`src/rtl/dmem_arbiter_pkg.sv`:
```
// Shared definitions for the data-memory arbiter slice.
//   lock_state_e      : host lock FSM states
//   CORE / HOST       : requester index into the 2-bit request/grant vectors
//   DEFAULT_*         : default widths and lock bound used by the top
package dmem_arbiter_pkg;

  typedef enum logic {
    UNLOCKED = 1'b0,
    LOCKED   = 1'b1
  } lock_state_e;

  localparam int CORE = 0;
  localparam int HOST = 1;

  localparam int DEFAULT_ADDR_W   = 32;
  localparam int DEFAULT_DATA_W   = 32;
  localparam int DEFAULT_LOCK_MAX = 16;

endpackage

```
`src/rtl/dmem_arbiter_if.sv`:
```
// Bus bundle between the two requesters (core load/store path, host/DMA
// port), the arbiter and the single-port data memory.
//   slave  : arbiter view (takes requests and mem_rdata, drives grants,
//            stall, read return and the memory command)
//   master : environment view (requesters plus memory)
interface dmem_arbiter_if
  import dmem_arbiter_pkg::*;
#(
  parameter int ADDR_W = DEFAULT_ADDR_W,
  parameter int DATA_W = DEFAULT_DATA_W
) ();

  // core port
  logic              core_req;
  logic              core_we;
  logic [ADDR_W-1:0] core_addr;
  logic [DATA_W-1:0] core_wdata;
  logic [2:0]        core_funct3;
  logic              core_gnt;
  logic              core_stall;
  logic              core_rvalid;
  logic [DATA_W-1:0] core_rdata;

  // host port
  logic              host_req;
  logic              host_we;
  logic [ADDR_W-1:0] host_addr;
  logic [DATA_W-1:0] host_wdata;
  logic [2:0]        host_funct3;
  logic              host_lock;
  logic              host_gnt;
  logic              host_rvalid;
  logic [DATA_W-1:0] host_rdata;

  // memory side
  logic              mem_we;
  logic [ADDR_W-1:0] mem_addr;
  logic [DATA_W-1:0] mem_wdata;
  logic [2:0]        mem_funct3;
  logic [DATA_W-1:0] mem_rdata;

  modport slave (
    input  core_req, core_we, core_addr, core_wdata, core_funct3,
    output core_gnt, core_stall, core_rvalid, core_rdata,
    input  host_req, host_we, host_addr, host_wdata, host_funct3, host_lock,
    output host_gnt, host_rvalid, host_rdata,
    output mem_we, mem_addr, mem_wdata, mem_funct3,
    input  mem_rdata
  );

  modport master (
    output core_req, core_we, core_addr, core_wdata, core_funct3,
    input  core_gnt, core_stall, core_rvalid, core_rdata,
    output host_req, host_we, host_addr, host_wdata, host_funct3, host_lock,
    input  host_gnt, host_rvalid, host_rdata,
    input  mem_we, mem_addr, mem_wdata, mem_funct3,
    output mem_rdata
  );

endinterface

```
`src/rtl/dmem_arbiter_rr_pick2.sv`:
```
// rr_pick2: two-way round-robin picker (purely combinational).
//   req[1:0] : request vector, bit CORE / bit HOST
//   prio     : 0 = CORE wins contention, 1 = HOST wins contention
//   gnt[1:0] : one-hot (or zero) grant vector
module rr_pick2
  import dmem_arbiter_pkg::*;
(
  input  logic [1:0] req,
  input  logic       prio,
  output logic [1:0] gnt
);

  // A lone requester always wins; prio only breaks a tie.
  always_comb begin
    gnt = 2'b00;
    case (req)
      2'b01: gnt[CORE] = 1'b1;
      2'b10: gnt[HOST] = 1'b1;
      2'b11: begin
        if (prio) begin
          gnt[HOST] = 1'b1;
        end else begin
          gnt[CORE] = 1'b1;
        end
      end
      default: gnt = 2'b00;
    endcase
  end

endmodule

```
`src/rtl/dmem_arbiter.sv`:
```
// dmem_arbiter: shares the single-port data memory between the core
// load/store path and the host/DMA port.
//   clk, rst : clock and synchronous active-high reset
//   bus      : dmem_arbiter_if.slave (both request ports, grants, stall,
//              registered read return, memory command and mem_rdata)
// Grants are combinational from the live requests and registered state;
// read data is registered and returned one cycle after a granted load.
// The host may hold a lock that wins all contention, but after LOCK_MAX
// consecutive host grants a waiting core is forced one slot.
module dmem_arbiter
  import dmem_arbiter_pkg::*;
#(
  parameter int ADDR_W   = DEFAULT_ADDR_W,
  parameter int DATA_W   = DEFAULT_DATA_W,
  parameter int LOCK_MAX = DEFAULT_LOCK_MAX
) (
  input  logic           clk,
  input  logic           rst,
  dmem_arbiter_if.slave  bus
);

  localparam int               CNT_W   = $clog2(LOCK_MAX + 1);
  localparam logic [CNT_W-1:0] CNT_MAX = CNT_W'(LOCK_MAX);
  localparam logic [CNT_W-1:0] CNT_ONE = CNT_W'(1);
  localparam logic [CNT_W-1:0] CNT_ZRO = CNT_W'(0);

  lock_state_e       lock_state_r;
  logic              prio_r;
  logic [CNT_W-1:0]  lock_cnt_r;
  logic              core_rvalid_r;
  logic              host_rvalid_r;
  logic [DATA_W-1:0] core_rdata_r;
  logic [DATA_W-1:0] host_rdata_r;

  logic [1:0]        req_s;
  logic [1:0]        gnt_s;
  logic              locked_s;
  logic              unlocking_s;
  logic              forced_s;
  logic              contended_s;
  logic              pick_prio_s;
  logic              core_load_s;
  logic              host_load_s;
  logic [CNT_W-1:0]  cnt_inc_s;
  logic              mem_we_s;
  logic [ADDR_W-1:0] mem_addr_s;
  logic [DATA_W-1:0] mem_wdata_s;
  logic [2:0]        mem_funct3_s;

  // Requests are masked during reset so nothing is granted or stalled.
  always_comb begin
    req_s = 2'b00;
    if (rst) begin
      req_s = 2'b00;
    end else begin
      req_s[CORE] = bus.core_req;
      req_s[HOST] = bus.host_req;
    end
  end

  // Lock qualification and the priority handed to the picker this cycle.
  // A held lock makes the host win, except for the forced core slot; the
  // cycle that drops the lock is arbitrated unlocked with the core first.
  always_comb begin
    locked_s    = (lock_state_r == LOCKED) && bus.host_lock;
    unlocking_s = (lock_state_r == LOCKED) && !bus.host_lock;
    forced_s    = locked_s && (lock_cnt_r == CNT_MAX) && req_s[CORE];
    contended_s = req_s[CORE] && req_s[HOST];
    cnt_inc_s   = (lock_cnt_r == CNT_MAX) ? CNT_MAX : (lock_cnt_r + CNT_ONE);
    if (forced_s) begin
      pick_prio_s = 1'b0;
    end else if (locked_s) begin
      pick_prio_s = 1'b1;
    end else if (unlocking_s) begin
      pick_prio_s = 1'b0;
    end else begin
      pick_prio_s = prio_r;
    end
  end

  rr_pick2 u_pick (
    .req  (req_s),
    .prio (pick_prio_s),
    .gnt  (gnt_s)
  );

  // Memory command mux: the granted port drives memory, otherwise all zero.
  always_comb begin
    mem_we_s     = 1'b0;
    mem_addr_s   = '0;
    mem_wdata_s  = '0;
    mem_funct3_s = 3'b000;
    if (gnt_s[CORE]) begin
      mem_we_s     = bus.core_we;
      mem_addr_s   = bus.core_addr;
      mem_wdata_s  = bus.core_wdata;
      mem_funct3_s = bus.core_funct3;
    end else if (gnt_s[HOST]) begin
      mem_we_s     = bus.host_we;
      mem_addr_s   = bus.host_addr;
      mem_wdata_s  = bus.host_wdata;
      mem_funct3_s = bus.host_funct3;
    end else begin
      mem_we_s     = 1'b0;
      mem_addr_s   = '0;
      mem_wdata_s  = '0;
      mem_funct3_s = 3'b000;
    end
  end

  // Loads that complete this cycle and will return data next cycle.
  always_comb begin
    core_load_s = gnt_s[CORE] && !bus.core_we;
    host_load_s = gnt_s[HOST] && !bus.host_we;
  end

  assign bus.core_gnt    = gnt_s[CORE];
  assign bus.host_gnt    = gnt_s[HOST];
  assign bus.core_stall  = req_s[CORE] && !gnt_s[CORE];
  assign bus.core_rvalid = core_rvalid_r;
  assign bus.core_rdata  = core_rdata_r;
  assign bus.host_rvalid = host_rvalid_r;
  assign bus.host_rdata  = host_rdata_r;
  assign bus.mem_we      = mem_we_s;
  assign bus.mem_addr    = mem_addr_s;
  assign bus.mem_wdata   = mem_wdata_s;
  assign bus.mem_funct3  = mem_funct3_s;

  // Lock FSM, round-robin pointer and the read-return registers.
  always_ff @(posedge clk) begin
    if (rst) begin
      lock_state_r  <= UNLOCKED;
      lock_cnt_r    <= CNT_ZRO;
      prio_r        <= 1'b0;
      core_rvalid_r <= 1'b0;
      host_rvalid_r <= 1'b0;
      core_rdata_r  <= '0;
      host_rdata_r  <= '0;
    end else begin
      core_rvalid_r <= core_load_s;
      host_rvalid_r <= host_load_s;
      if (core_load_s) begin
        core_rdata_r <= bus.mem_rdata;
      end
      if (host_load_s) begin
        host_rdata_r <= bus.mem_rdata;
      end

      case (lock_state_r)
        UNLOCKED: begin
          // After a contended grant the loser gets priority next time.
          if (contended_s) begin
            prio_r <= gnt_s[CORE];
          end
          if (gnt_s[HOST] && bus.host_lock) begin
            lock_state_r <= LOCKED;
            lock_cnt_r   <= CNT_ONE;
          end else begin
            lock_state_r <= UNLOCKED;
            lock_cnt_r   <= CNT_ZRO;
          end
        end
        LOCKED: begin
          if (!bus.host_lock) begin
            lock_state_r <= UNLOCKED;
            lock_cnt_r   <= CNT_ZRO;
            prio_r       <= 1'b0;
          end else if (forced_s) begin
            lock_cnt_r   <= CNT_ZRO;
          end else if (gnt_s[HOST]) begin
            lock_cnt_r   <= cnt_inc_s;
          end
        end
        default: begin
          lock_state_r <= UNLOCKED;
          lock_cnt_r   <= CNT_ZRO;
          prio_r       <= 1'b0;
        end
      endcase
    end
  end

endmodule
```
`src/flat_wrapper.sv`:
```
// flat-port wrapper written by rule: the top's interface ports become plain ports
module dmem_arbiter_flat import dmem_arbiter_pkg::*;
#(
  parameter int ADDR_W   = DEFAULT_ADDR_W,
  parameter int DATA_W   = DEFAULT_DATA_W,
  parameter int LOCK_MAX = DEFAULT_LOCK_MAX
)
  (clk, rst, bus_core_req, bus_core_we, bus_core_addr, bus_core_wdata, bus_core_funct3, bus_core_gnt, bus_core_stall, bus_core_rvalid, bus_core_rdata, bus_host_req, bus_host_we, bus_host_addr, bus_host_wdata, bus_host_funct3, bus_host_lock, bus_host_gnt, bus_host_rvalid, bus_host_rdata, bus_mem_we, bus_mem_addr, bus_mem_wdata, bus_mem_funct3, bus_mem_rdata);
  dmem_arbiter_if #(.ADDR_W(ADDR_W), .DATA_W(DATA_W)) bus_i ();
  input  logic clk;
  input  logic rst;
  input wire logic [$bits(bus_i.core_req)-1:0] bus_core_req;
  input wire logic [$bits(bus_i.core_we)-1:0] bus_core_we;
  input wire logic [$bits(bus_i.core_addr)-1:0] bus_core_addr;
  input wire logic [$bits(bus_i.core_wdata)-1:0] bus_core_wdata;
  input wire logic [$bits(bus_i.core_funct3)-1:0] bus_core_funct3;
  output wire logic [$bits(bus_i.core_gnt)-1:0] bus_core_gnt;
  output wire logic [$bits(bus_i.core_stall)-1:0] bus_core_stall;
  output wire logic [$bits(bus_i.core_rvalid)-1:0] bus_core_rvalid;
  output wire logic [$bits(bus_i.core_rdata)-1:0] bus_core_rdata;
  input wire logic [$bits(bus_i.host_req)-1:0] bus_host_req;
  input wire logic [$bits(bus_i.host_we)-1:0] bus_host_we;
  input wire logic [$bits(bus_i.host_addr)-1:0] bus_host_addr;
  input wire logic [$bits(bus_i.host_wdata)-1:0] bus_host_wdata;
  input wire logic [$bits(bus_i.host_funct3)-1:0] bus_host_funct3;
  input wire logic [$bits(bus_i.host_lock)-1:0] bus_host_lock;
  output wire logic [$bits(bus_i.host_gnt)-1:0] bus_host_gnt;
  output wire logic [$bits(bus_i.host_rvalid)-1:0] bus_host_rvalid;
  output wire logic [$bits(bus_i.host_rdata)-1:0] bus_host_rdata;
  output wire logic [$bits(bus_i.mem_we)-1:0] bus_mem_we;
  output wire logic [$bits(bus_i.mem_addr)-1:0] bus_mem_addr;
  output wire logic [$bits(bus_i.mem_wdata)-1:0] bus_mem_wdata;
  output wire logic [$bits(bus_i.mem_funct3)-1:0] bus_mem_funct3;
  input wire logic [$bits(bus_i.mem_rdata)-1:0] bus_mem_rdata;
  assign bus_i.core_req = bus_core_req;
  assign bus_i.core_we = bus_core_we;
  assign bus_i.core_addr = bus_core_addr;
  assign bus_i.core_wdata = bus_core_wdata;
  assign bus_i.core_funct3 = bus_core_funct3;
  assign bus_core_gnt = bus_i.core_gnt;
  assign bus_core_stall = bus_i.core_stall;
  assign bus_core_rvalid = bus_i.core_rvalid;
  assign bus_core_rdata = bus_i.core_rdata;
  assign bus_i.host_req = bus_host_req;
  assign bus_i.host_we = bus_host_we;
  assign bus_i.host_addr = bus_host_addr;
  assign bus_i.host_wdata = bus_host_wdata;
  assign bus_i.host_funct3 = bus_host_funct3;
  assign bus_i.host_lock = bus_host_lock;
  assign bus_host_gnt = bus_i.host_gnt;
  assign bus_host_rvalid = bus_i.host_rvalid;
  assign bus_host_rdata = bus_i.host_rdata;
  assign bus_mem_we = bus_i.mem_we;
  assign bus_mem_addr = bus_i.mem_addr;
  assign bus_mem_wdata = bus_i.mem_wdata;
  assign bus_mem_funct3 = bus_i.mem_funct3;
  assign bus_i.mem_rdata = bus_mem_rdata;
  dmem_arbiter #(.ADDR_W(ADDR_W), .DATA_W(DATA_W), .LOCK_MAX(LOCK_MAX)) u_core (.clk(clk), .rst(rst), .bus(bus_i));
endmodule
```
`config.mk`:
```
export PLATFORM = sky130hd
export DESIGN_NAME = dmem_arbiter_flat
export DESIGN_NICKNAME = d
export VERILOG_FILES = /design/src/rtl/dmem_arbiter_pkg.sv /design/src/rtl/dmem_arbiter_if.sv /design/src/rtl/dmem_arbiter_rr_pick2.sv /design/src/rtl/dmem_arbiter.sv /design/src/flat_wrapper.sv
export SDC_FILE = /design/constraint.sdc
export NUM_CORES = 1
export LEC_CHECK = 0
export CAP_MARGIN = 20
export CELL_PAD_IN_SITES_DETAIL_PLACEMENT = 1
export CELL_PAD_IN_SITES_GLOBAL_PLACEMENT = 1
export CORE_UTILIZATION = 23
export DETAILED_ROUTE_END_ITERATION = 6
export MAX_ROUTING_LAYER = met4
export PLACE_DENSITY_LB_ADDON = 0.1
export SYNTH_ARGS = -nofsm -noshare
export SYNTH_HDL_FRONTEND = slang
export SYNTH_SLANG_ARGS = --single-unit
```
`constraint.sdc`:
```
create_clock -name clk -period 4.35 [get_ports clk]
set_clock_uncertainty 0.1 [all_clocks]
set_input_delay 0.435 -clock clk [delete_from_list [all_inputs] [get_ports clk]]
set_output_delay 0.435 -clock clk [all_outputs]
set_load 0.03 [all_outputs]
```
==> results.py <==
metrics = {
    "logic_synthesis": {
        "synthAdderAreaFrac_pct": 0.690,
        "synth_edf_count": 0,
        "ys.flop_type": "dfxtp_1",
        "synthTopCellsByCount": "73 x dfxtp_1, 71 x nand2_1, 68 x a22o_1, 67 x a21oi_1",
        "synth_nets": 604,
        "synth-seq-area-share_pct": 40.3,
        "netlist.area_leader.share_pct": 40.3,
        "synthMuxAreaShare_pct": 0,
        "synth_xor_area_share_pct": 0,
        "synth_top_family_by_area": "compound AO/OA/AOI/OAI gates",
        "synth-simple-area-share_pct": 18.1,
        "synth_cell_type_count": 36,
        "synth_cells": 429,
        "synth_area_leaders": "dfxtp_1 40%, a22o_1 16%, a21oi_1 9.2%, nand2_1 7.3%, nand3b_1 6.8%",
        "ys_warn_count": 0,
        "yosys.cell_count.top_type": "dfxtp_1",
        "synth_compound_area_share_pct": 33.7,
        "syn_area_um2": 3630,
        "async_reset_ff_share_pct": 0,
        "avgSynthCellArea_um2": 8.46,
        "yosysTopAreaCell": "dfxtp_1",
        "ys_ff_latch": 73,
    },
    "finish": {
        "syn_to_final_growth_pct": 94.6,
        "n_antenna_cell": 0,
        "post-route-cell-area_um2": 7060,
        "drive_gt1_share_pct": 9.71,
        "fillCellCount": 1799,
        "nets": 892,
        "final_core_util_pct": 46.1,
    },
    "sta": {
        "max_slew.worst_pin.slew_ns": 0.656,
        "finalCritPeriodShare_pct": 84.4,
        "relSlewSlack_pct": 56.3,
        "finalCriticalPeriod_ns": 3.67,
        "worst_slack_ns": 0.680,
        "setup_violations": 0,
        "rsz0062_at_grt": "no",
        "slew_violations": 0,
        "holdWs_ns": 0.277,
        "fmax_mhz": 272,
        "hold_viol": 0,
        "fin_tns_setup_ns": 0,
    },
    "cts": {
        "ctsRootBufferMaster": "clkbuf_16",
        "cts_tree": "built",
        "post-cts-setup-buffer-count": 0,
        "cts_made_buffers": 9,
        "clock_latency_ns": 0.32,
        "clk_path_buf_depth": 2,
        "holdBufCountCts": 0,
        "htreeDepth": 3,
        "clk_pin_slew_worst_paths_ns": 0.06,
        "cts.sinks": 73,
        "postCtsResizedCells": 0,
    },
    "detailed_routing": {
        "vias": 4513,
        "wl_met1_um": 7850,
        "wl_met3_um": 1150,
        "drt_iter0_drc": 218,
        "dr_wl_met2_um": 10100,
        "via_per_inst": 4.84,
        "top_layer": "met4",
        "drtAntennaViolNets": 0,
        "wl_per_cell_um": 20.7,
        "drt_pass1_iterations": 7,
        "drc": 0,
        "drt_wl_total_um": 19300,
    },
    "critical_path": {
        "crit_required_ns": 3.82,
        "worstSetupPathType": "in -> out",
        "end_kind": "output port",
        "cp-start-kind": "primary input",
        "cp.arrival_ns": 3.13,
        "path_max_fanout": 47,
    },
    "floorplanning": {
        "ios": 310,
        "floorplan.initialDensity_pct": 23.7,
        "die_x_um": 128,
        "die-area_um2": 16300,
        "core_area_um2": 15300,
        "rows": 45,
        "die_h_um": 128,
    },
    "global_route": {
        "grt-ovfl-total": 0,
        "grt_max_degree": 65,
        "track_usage_pct": 24.0,
        "grt_pass1_wl_um": 28300,
        "grt_pass1_vias": 4637,
        "antenna_found_initial": 0,
    },
    "place": {
        "post_dp_cell_area_um2": 6770,
        "place_congestion": 0.956,
        "port_buffers": 309,
        "place_ws_ns": 0.687,
        "dp_hpwl_um": 15300,
    },
    "power": {
        "ir_drop_mv": 0.208,
        "cellLeakagePower_nw": 2.58,
        "powerDensity_nw_per_um2": 292,
    },
    "min_path": {
        "holdCritPathClass": "in -> reg",
    },
    "run": {
        "cap_viol_max_count": 0,
    },
    "status": {
        "status": "finished clean",
    },
}
## state kept, by name (all words and copies together), names as in the netlist
name and flops:
u_core.bus.core_rvalid 1, u_core.bus.host_rdata 32, u_core.bus.host_rvalid 1, u_core.prio_r 1
u_core.bus.core_rdata 32, u_core.lock_cnt_r 5, u_core.lock_state_r 1
## power by group
| part | total (mW) | leakage (nW) | switching, mW | internal (mW) |
|---|---|---|---|---|
| sequential | 0.702 | 0.592 | 0.0119 | 0.690 |
| clock | 0.737 | 0.144 | 0.282 | 0.455 |
| combinational | 0.622 | 1.84 | 0.321 | 0.301 |
| total | 2.06 | 2.58 | 0.614 | 1.45 |
## per-stage QoR
stage                     power (mW)  cells
final                           2.06    932
after global routing            2.14    932
after CTS                       2.08    932
after detailed placement        1.34    917
after global placement          1.33    917
after floorplan                0.999    429
## cell families after synthesis
| kind of cell | count (synthesis) |
|---|---|
| AO/OA/AOI/OAI | 179 |
| AND/OR/NAND/NOR | 124 |
| flip-flops | 73 |
| buffers and inverters | 51 |
| adder cells (fa/ha/maj) | 2 |
## worst max-delay path: stages
cell,delay [ns]
clkdlybuf4s50_1,0.50
and4b_1,0.28
a211oi_4,0.26
clkinv_2,0.55
buf_4,0.38
buf_4,0.19
a22o_1,0.31
buf_4,0.20
## layout by cell type (no fill, tap or decap)
| master | netlist | routed |
|---|---|---|
| a211oi_1 | 1 | 1 |
| a211oi_4 | 1 | 1 |
| a21boi_4 | 0 | 1 |
| a21oi_1 | 67 | 67 |
| a221oi_2 | 1 | 1 |
| a22o_1 | 68 | 68 |
| a311oi_1 | 2 | 2 |
| a31oi_1 | 1 | 1 |
| and3_1 | 1 | 1 |
| and4b_1 | 1 | 1 |
| and4bb_1 | 2 | 2 |
| buf_2 | 16 | 2 |
| buf_4 | 2 | 45 |
| bufinv_16 | 0 | 1 |
| clkbuf_16 | 0 | 9 |
| clkbuf_8 | 0 | 1 |
| clkdlybuf4s50_1 | 0 | 274 |
| clkinv_2 | 0 | 3 |
| clkinv_4 | 0 | 1 |
| clkinvlp_4 | 0 | 1 |
| dfxtp_1 | 73 | 73 |
| ha_1 | 2 | 2 |
| inv_1 | 5 | 5 |
| inv_2 | 2 | 1 |
| nand2_1 | 71 | 71 |
| nand3_1 | 3 | 3 |
| nand3b_1 | 33 | 33 |
| nand4_1 | 2 | 2 |
| nand4bb_1 | 1 | 1 |
| nor2_1 | 3 | 3 |
| nor2b_1 | 1 | 1 |
| nor3_1 | 3 | 3 |
| nor3b_2 | 1 | 1 |
| o2111ai_4 | 0 | 1 |
| o211a_1 | 1 | 1 |
| o21ai_0 | 33 | 33 |
| o2bb2ai_2 | 1 | 1 |
| o41ai_1 | 1 | 1 |
| or3_1 | 1 | 1 |
| or4b_1 | 1 | 1 |
## metal layers
layer  vias to the layer above  GRT usage (%)
li1                       2137              -
met5                         -              -
met2                       187           43.0
met4                         0           4.91
met1                      2174           27.7
met3                        15           4.82
## area by class of cell
cell class	count	area, um2	area share [%]
Tap cell	211	264	3.74
Multi-Input combinational cell	305	1920	27.2
Clock inverter	5	56.3	0.797
Inverter	7	27.5	0.390
Clock buffer	10	239	3.38
Timing Repair Buffer	321	3090	43.8
Sequential cell	73	1460	20.7
## path summary, 6_finish.rpt
check / slack, ns / start / end / cells after the start
worst max-delay path: 0.68 / bus_host_lock / bus_mem_wdata[27] / 8
worst min-delay path: 0.28 / rst / u_core.bus.core_rdata[3] / 2
worst min register to register: 0.36 / u_core.bus.core_rdata[16] / u_core.bus.core_rdata[16] / 2
worst max register to register: 1.76 / u_core.lock_cnt_r[0] / u_core.bus.host_rdata[23] / 9
Note: power is estimated with default switching activity, not from simulation.
